<file path="src/rtl/ber_pkg.sv">
// Shared definitions for the BER synchroniser: lane FSM encoding and
// default parameter values.
package ber_pkg;

  typedef enum logic {
    ST_SEARCH = 1'b0,
    ST_LOCKED = 1'b1
  } lane_state_t;

  localparam int DEF_NCH        = 2;
  localparam int DEF_MAX_DELAY  = 511;
  localparam int DEF_WIN_LEN    = 511;
  localparam int DEF_RELOCK_THR = 32;
  localparam int DEF_CNT_W      = 32;

  // Counter width able to index 0..n-1, never narrower than one bit.
  function automatic int cnt_width(input int n);
    return (n < 2) ? 1 : $clog2(n);
  endfunction

endpackage

</file>
<file path="src/rtl/ber_lane.sv">
// One BER lane: sx history, delay search / lock FSM, error and bit counters.
// The window counter and error accumulator are shared by search trials and
// the lock monitor, so windows stay contiguous across state changes.
module ber_lane
  import ber_pkg::*;
#(
  parameter int MAX_DELAY  = DEF_MAX_DELAY,
  parameter int WIN_LEN    = DEF_WIN_LEN,
  parameter int RELOCK_THR = DEF_RELOCK_THR,
  parameter int CNT_W      = DEF_CNT_W,
  parameter int DLY_W      = $clog2(DEF_MAX_DELAY)
) (
  input  logic              clk,
  input  logic              rst,
  input  logic              enable,
  input  logic              sx,
  input  logic              dx,
  input  logic              clear,
  output lane_state_t       state,
  output logic [DLY_W-1:0]  delay,
  output logic [CNT_W-1:0]  err_count,
  output logic [CNT_W-1:0]  bit_count,
  output logic              error_flag
);

  localparam int WC_W = cnt_width(WIN_LEN);
  localparam int EW   = $clog2(WIN_LEN + 1);
  localparam logic [WC_W-1:0]  WIN_LAST = WC_W'(WIN_LEN - 1);
  localparam logic [DLY_W-1:0] DLY_LAST = DLY_W'(MAX_DELAY - 1);

  lane_state_t          state_q, state_d;
  logic [MAX_DELAY-2:0] hist_q, hist_d;
  logic [DLY_W-1:0]     trial_q, trial_d;
  logic [DLY_W-1:0]     min_dly_q, min_dly_d;
  logic [DLY_W-1:0]     delay_q, delay_d;
  logic [WC_W-1:0]      win_q, win_d;
  logic [EW-1:0]        acc_q, acc_d;
  logic [EW-1:0]        min_q, min_d;
  logic [CNT_W-1:0]     err_q, err_d;
  logic [CNT_W-1:0]     bit_q, bit_d;
  logic                 flag_q, flag_d;

  // taps[k] is sx delayed by k enabled samples; taps[0] is the live input.
  logic [MAX_DELAY-1:0] taps;
  logic [DLY_W-1:0]     sel;
  logic                 mis;
  logic [EW-1:0]        acc_sum;
  logic                 win_end;
  logic                 better;

  assign taps    = {hist_q, sx};
  assign sel     = (state_q == ST_LOCKED) ? delay_q : trial_q;
  assign mis     = dx ^ taps[sel];
  assign acc_sum = acc_q + EW'(mis);
  assign win_end = (win_q == WIN_LAST);
  assign better  = (acc_sum < min_q);

  always_comb begin
    state_d   = state_q;
    hist_d    = hist_q;
    trial_d   = trial_q;
    min_dly_d = min_dly_q;
    delay_d   = delay_q;
    win_d     = win_q;
    acc_d     = acc_q;
    min_d     = min_q;
    err_d     = err_q;
    bit_d     = bit_q;

    if (enable) begin
      hist_d = taps[MAX_DELAY-2:0];
      win_d  = win_end ? '0 : win_q + WC_W'(1);
      acc_d  = win_end ? '0 : acc_sum;
      if (clear) begin
        err_d = '0;
        bit_d = '0;
      end

      case (state_q)
        ST_SEARCH: begin
          if (win_end) begin
            if (better) begin
              min_d     = acc_sum;
              min_dly_d = trial_q;
            end
            if (trial_q == DLY_LAST) begin
              state_d   = ST_LOCKED;
              delay_d   = better ? trial_q : min_dly_q;
              trial_d   = '0;
              min_d     = '1;
              min_dly_d = '0;
            end else begin
              trial_d = trial_q + DLY_W'(1);
            end
          end
        end
        ST_LOCKED: begin
          if (!clear) begin
            bit_d = (bit_q == '1) ? bit_q : bit_q + CNT_W'(1);
            err_d = (err_q == '1) ? err_q : err_q + CNT_W'(mis);
          end
          if (win_end && (32'(acc_sum) > RELOCK_THR)) begin
            state_d   = ST_SEARCH;
            trial_d   = '0;
            min_d     = '1;
            min_dly_d = '0;
          end
        end
        default: state_d = ST_SEARCH;
      endcase
    end

    flag_d = (err_d != '0);
  end

  always_ff @(posedge clk) begin
    if (rst) begin
      state_q   <= ST_SEARCH;
      hist_q    <= '0;
      trial_q   <= '0;
      min_dly_q <= '0;
      delay_q   <= '0;
      win_q     <= '0;
      acc_q     <= '0;
      min_q     <= '1;
      err_q     <= '0;
      bit_q     <= '0;
      flag_q    <= 1'b0;
    end else begin
      state_q   <= state_d;
      hist_q    <= hist_d;
      trial_q   <= trial_d;
      min_dly_q <= min_dly_d;
      delay_q   <= delay_d;
      win_q     <= win_d;
      acc_q     <= acc_d;
      min_q     <= min_d;
      err_q     <= err_d;
      bit_q     <= bit_d;
      flag_q    <= flag_d;
    end
  end

  assign state      = state_q;
  assign delay      = delay_q;
  assign err_count  = err_q;
  assign bit_count  = bit_q;
  assign error_flag = flag_q;

endmodule

</file>
<file path="src/rtl/ber_sync.sv">
// Multi-lane BER synchroniser: one independent ber_lane per bit lane,
// outputs packed lane 0 in the least significant slice.
module ber_sync
  import ber_pkg::*;
#(
  parameter int NCH        = DEF_NCH,
  parameter int MAX_DELAY  = DEF_MAX_DELAY,
  parameter int WIN_LEN    = DEF_WIN_LEN,
  parameter int RELOCK_THR = DEF_RELOCK_THR,
  parameter int CNT_W      = DEF_CNT_W,
  localparam int DLY_W     = $clog2(MAX_DELAY)
) (
  input  logic                 clk,
  input  logic                 rst,
  input  logic                 enable,
  input  logic [NCH-1:0]       sx,
  input  logic [NCH-1:0]       dx,
  input  logic                 clear,
  output logic [NCH-1:0]       locked,
  output logic [NCH*DLY_W-1:0] delay,
  output logic [NCH*CNT_W-1:0] err_count,
  output logic [NCH*CNT_W-1:0] bit_count,
  output logic [NCH-1:0]       error_flag
);

  for (genvar i = 0; i < NCH; i++) begin : g_lane
    lane_state_t st;

    ber_lane #(
      .MAX_DELAY  (MAX_DELAY),
      .WIN_LEN    (WIN_LEN),
      .RELOCK_THR (RELOCK_THR),
      .CNT_W      (CNT_W),
      .DLY_W      (DLY_W)
    ) u_lane (
      .clk        (clk),
      .rst        (rst),
      .enable     (enable),
      .sx         (sx[i]),
      .dx         (dx[i]),
      .clear      (clear),
      .state      (st),
      .delay      (delay[i*DLY_W +: DLY_W]),
      .err_count  (err_count[i*CNT_W +: CNT_W]),
      .bit_count  (bit_count[i*CNT_W +: CNT_W]),
      .error_flag (error_flag[i])
    );

    assign locked[i] = (st == ST_LOCKED);
  end

endmodule

</file>
<file path="config.mk">
export PLATFORM = sky130hd
export DESIGN_NAME = ber_sync
export DESIGN_NICKNAME = d
export VERILOG_FILES = /design/src/rtl/ber_pkg.sv /design/src/rtl/ber_lane.sv /design/src/rtl/ber_sync.sv
export SDC_FILE = /design/constraint.sdc
export NUM_CORES = 2
export LEC_CHECK = 0
export CORE_MARGIN = 2
export CORE_UTILIZATION = 30
export DETAILED_ROUTE_END_ITERATION = 7
export PLACE_DENSITY = 0.56
export SETUP_SLACK_MARGIN = 0.5
export SLEW_MARGIN = 20
export SYNTH_ARGS = -nofsm -noshare
export SYNTH_HDL_FRONTEND = slang
export SYNTH_SLANG_ARGS = --single-unit
export TNS_END_PERCENT = 20
</file>
<file path="constraint.sdc">
create_clock -name clk -period 6.1 [get_ports clk]
set_input_delay 0.915 -clock clk [delete_from_list [all_inputs] [get_ports clk]]
set_output_delay 0.915 -clock clk [all_outputs]
set_load 0.005 [all_outputs]
</file>
==> impl_results.md <==
- H-tree levels: 4
- Placed cell count: 8761
- Mean post-synth cell area: 9.01 sq um
- Startpoint type of the worst setup path: register
- Post-route core utilization: 0.362
- Number of standard cells after synthesis: 6320
- Top cells by area, synth: sky130_fd_sc_hd__dfxtp_1 (44%), sky130_fd_sc_hd__mux2i_1 (21%), sky130_fd_sc_hd__nor2_1 (8.5%)
- Critical path peak fanout: 18
- Via density: 4.95
- First-pass DRT Iterations: 5
- Vias after detailed routing: 44880
- Post-Place Worst Slack: -0.102 ns
- Power Total: 0.0172 W
- Most utilized layer in the global route result: met2
- Number of clock sinks: 1260
- Largest net degree at the start of global routing: 201
- Final worst path period share: 0.902
- X dimension of the die: 440 um
- Overall die area: 193000 sq um
- Antenna violations before repair: 0
- Power density normalized to cell area: 253 nW/um^2
- Slew at the pin with the worst max-slew slack: 1.31 ns
- Clock slew at reported path FFs: 0.06 ns
- Y dimension of the die: 440 um
- Starting utilization of the core area: 0.303
- Most common library cells after synthesis: sky130_fd_sc_hd__nor2_1 (1282), sky130_fd_sc_hd__dfxtp_1 (1260), sky130_fd_sc_hd__mux2i_1 (1214)
- NumNets Final: 6510
- Critical setup path kind: register to register
- Area of the mapped netlist: 56900 sq um
- Synthesized net count: 6364
- Tmin final: 5.50 ns
- Vias in the first global route: 42944
- GRT Total Usage: 0.153
- Sequential element share of the synthesized area: 0.443
- Global routing met1 resource utilization: 0.204
- Half-perimeter wire length of the detailed placement result: 97800 um
- Number of cells traversed by the worst register-to-register path: 25
- TritonCTS clock tree: built
- Synth warnings: 0
- First-iteration detailed-routing DRC count: 3065
- Number of design rule violations left after detail routing: 0
- Data required time at the worst endpoint: 6.69 ns
- Peak supply drop: 285 uV
- Worst skew pair latency: 0.77 ns
- Worst reg2reg setup slack: 0.60 ns
- Flops & latches, synth: 1260
- Number of synthesized flops with an enable pin: 0
- FFs w/ async S/R, synth: 0
- Detail-routed net length per standard cell: 17.1 um
- Overflow left after global routing: 0
- Crit path launch: g_lane[1].u_lane.state
- Share of final-layout standard cells stronger than drive strength 1: 0.107
- Total length of routed wires: 155000 um
- Routability congestion estimate from global placement: 0.848
- Number of max-cap violations: 0
- Data arrival time of the worst path: 6.10 ns
- Leak pwr: 26.7 nW
- Capturing element of the worst setup path: g_lane[1].u_lane.error_flag
- Met2 capacity usage during global routing: 0.254
- Status: completed
- M3 GR Usage: 0.0224
- Relative max-transition margin: 0.125
- Post-route ant nets: 0
- Floorplan Core Area: 188000 sq um
- Fin. max-slew vios: 0
- Worst reg2reg path startpoint: g_lane[1].u_lane.state
- Hold Crit Class: register to register
- Worst-case clock skew: 0.0298 ns
- Global-route wire length before repair: 243000 um
- Yosys cell types: 89
- Achievable clock frequency: 182 MHz
- Most frequently used flop master after synthesis: sky130_fd_sc_hd__dfxtp_1
- Critical path capture point type: register
- Area growth, synth to finish: 19.7%
- Final setup fails: 0
- Num CTS Buffers: 140
- Endpoints failing hold: 0
- Leading cell type by number of instances after synthesis: sky130_fd_sc_hd__nor2_1
- Unrepaired setup endpoints after global routing: true
- Clock Tree Buf Depth: 3
- Most area-hungry cell type in the Yosys netlist: sky130_fd_sc_hd__dfxtp_1
- Filler-free cell count of the finished design: 9068
- # rows: 159
- Slack of the critical path: 0.597 ns
- Yosys top cell area share: 0.443
- Top-level I/O count: 158
- Count of input and output buffers: 157
- Root Buffer: sky130_fd_sc_hd__clkbuf_16
- Endpoint of the worst register-to-register path: g_lane[1].u_lane.error_flag
[worst min-delay path by stage]
stage / from / cells past startpoint / to
3_3_place_gp: g_lane[1].u_lane.acc_q[0] / 2 / g_lane[1].u_lane.acc_q[0]
3_5_place_dp: g_lane[0].u_lane.min_q[0] / 2 / g_lane[0].u_lane.min_q[0]
2_1_floorplan: g_lane[0].u_lane.min_q[0] / 2 / g_lane[0].u_lane.min_q[0]
6_report: g_lane[0].u_lane.min_q[0] / 2 / g_lane[0].u_lane.min_q[0]
5_1_grt: g_lane[1].u_lane.min_dly_q[3] / 1 / g_lane[1].u_lane.min_dly_q[3]
4_1_cts: g_lane[1].u_lane.acc_q[0] / 2 / g_lane[1].u_lane.acc_q[0]
[cell type report]
cell class | count | area [sq um]
diodes | 1 | 2.50
clock buffers | 211 | 4150
clock inverters | 37 | 414
fillers | 19034 | 120000
inverters | 53 | 199
multi-input cells | 4567 | 30500
flip-flops and latches | 1260 | 25200
well taps | 2495 | 3120
repair buffers | 444 | 4560
[cells by family after synthesis]
| family | count (synthesis) | share of synthesized area |
|---|---|---|
| flops | 1260 | 0.443 |
| mux | 1268 | 0.232 |
| buf+inv | 496 | 0.0376 |
| compound gates | 483 | 0.0595 |
| fa+ha+maj | 36 | 0.00791 |
| xor+xnor | 158 | 0.0244 |
| simple gates | 2619 | 0.195 |
[through the flow]
step / setup TNS (ns) / hold slack [ns] / instance area, sq um
3_3_place_gp: -0.751 / 0.457 / 62100
6_report: 0 / 0.478 / 68200
2_1_floorplan: 0 / 0.443 / 56900
3_5_place_dp: -1.01 / 0.465 / 62100
5_1_grt: 0 / 0.505 / 68200
4_1_cts: 0 / 0.480 / 67300
[flip-flops by register name, indices dropped and copies added, names as in the netlist]
signal,flops
g_lane.u_lane.acc_q,18
g_lane.u_lane.err_count,64
g_lane.u_lane.win_q,18
g_lane.u_lane.trial_q,18
g_lane.u_lane.state,2
g_lane.u_lane.min_dly_q,18
g_lane.u_lane.hist_q,1020
g_lane.u_lane.min_q,18
g_lane.u_lane.bit_count,64
g_lane.u_lane.delay,18
g_lane.u_lane.error_flag,2
[where the power goes]
group	switching [W]	internal [W]
Combinational	0.000350	0.000197
Sequential	0.00000637	0.00823
Clock	0.00344	0.00499
[timing repair]
item                                    CTS  global route
pin swaps                                19            23
gates resized for setup                  80            98
hold buffers                              0             0
cloned                                    8             6
endpoints found under the setup margin   77            75
buffers inserted                         13            31
[metal layers]
layer,up-vias,part of all wire
li1,22134,-
met1,21750,0.46
met2,753,0.47
met3,243,0.039
met4,0,0.025
met5,-,0
[placed cells by master (no fill, tap or decap), types with 13 or more instances in the layout]
cell,synthesis,routed
sky130_fd_sc_hd__a211oi_1,20,16
sky130_fd_sc_hd__a21o_1,13,13
sky130_fd_sc_hd__a21oi_1,96,92
sky130_fd_sc_hd__a311oi_1,19,17
sky130_fd_sc_hd__a31oi_1,45,43
sky130_fd_sc_hd__a32o_1,20,18
sky130_fd_sc_hd__a32oi_1,43,38
sky130_fd_sc_hd__and2_1,15,15
sky130_fd_sc_hd__and3_1,61,60
sky130_fd_sc_hd__and4_1,17,16
sky130_fd_sc_hd__buf_12,0,30
sky130_fd_sc_hd__buf_4,30,218
sky130_fd_sc_hd__buf_6,8,19
sky130_fd_sc_hd__clkbuf_1,239,40
sky130_fd_sc_hd__clkbuf_16,0,150
sky130_fd_sc_hd__clkbuf_8,0,25
sky130_fd_sc_hd__clkdlybuf4s50_1,0,155
sky130_fd_sc_hd__clkinv_2,0,21
sky130_fd_sc_hd__dfxtp_1,1260,1253
sky130_fd_sc_hd__ha_1,36,30
sky130_fd_sc_hd__inv_1,53,53
sky130_fd_sc_hd__mux2i_1,1214,1203
sky130_fd_sc_hd__mux4_2,42,42
sky130_fd_sc_hd__nand2_1,727,722
sky130_fd_sc_hd__nand3_1,294,293
sky130_fd_sc_hd__nand4_1,73,73
sky130_fd_sc_hd__nor2_1,1282,1273
sky130_fd_sc_hd__nor3_1,51,44
sky130_fd_sc_hd__o2111ai_1,25,22
sky130_fd_sc_hd__o211ai_1,17,17
sky130_fd_sc_hd__o21ai_0,73,66
sky130_fd_sc_hd__o22ai_1,24,23
sky130_fd_sc_hd__or3_1,30,30
sky130_fd_sc_hd__xnor2_1,75,69
sky130_fd_sc_hd__xor2_1,82,77
[critical path, stage by stage (launching register included)]
cell and delay, ns:
sky130_fd_sc_hd__dfxtp_4 0.41, sky130_fd_sc_hd__buf_6 0.17, sky130_fd_sc_hd__or3_1 0.42, sky130_fd_sc_hd__o31ai_4 0.07
sky130_fd_sc_hd__buf_6 0.16, sky130_fd_sc_hd__buf_12 0.12, sky130_fd_sc_hd__bufbuf_16 0.31, sky130_fd_sc_hd__a32o_1 0.14
sky130_fd_sc_hd__nor4_1 0.04, sky130_fd_sc_hd__a31oi_1 0.24, sky130_fd_sc_hd__a32oi_1 0.14, sky130_fd_sc_hd__o32ai_1 0.35
sky130_fd_sc_hd__o32ai_2 0.14, sky130_fd_sc_hd__xor2_2 0.28, sky130_fd_sc_hd__buf_6 0.18, sky130_fd_sc_hd__ha_1 0.16
sky130_fd_sc_hd__and4_1 0.22, sky130_fd_sc_hd__and4_4 0.26, sky130_fd_sc_hd__nand2_2 0.09, sky130_fd_sc_hd__nor3_1 0.21
sky130_fd_sc_hd__xnor2_1 0.17, sky130_fd_sc_hd__nand4_1 0.14, sky130_fd_sc_hd__or4_4 0.55, sky130_fd_sc_hd__nor4_4 0.14
sky130_fd_sc_hd__buf_4 0.15, sky130_fd_sc_hd__o22ai_1 0.06
No activity file was read; power rests on OpenSTA's default activity.
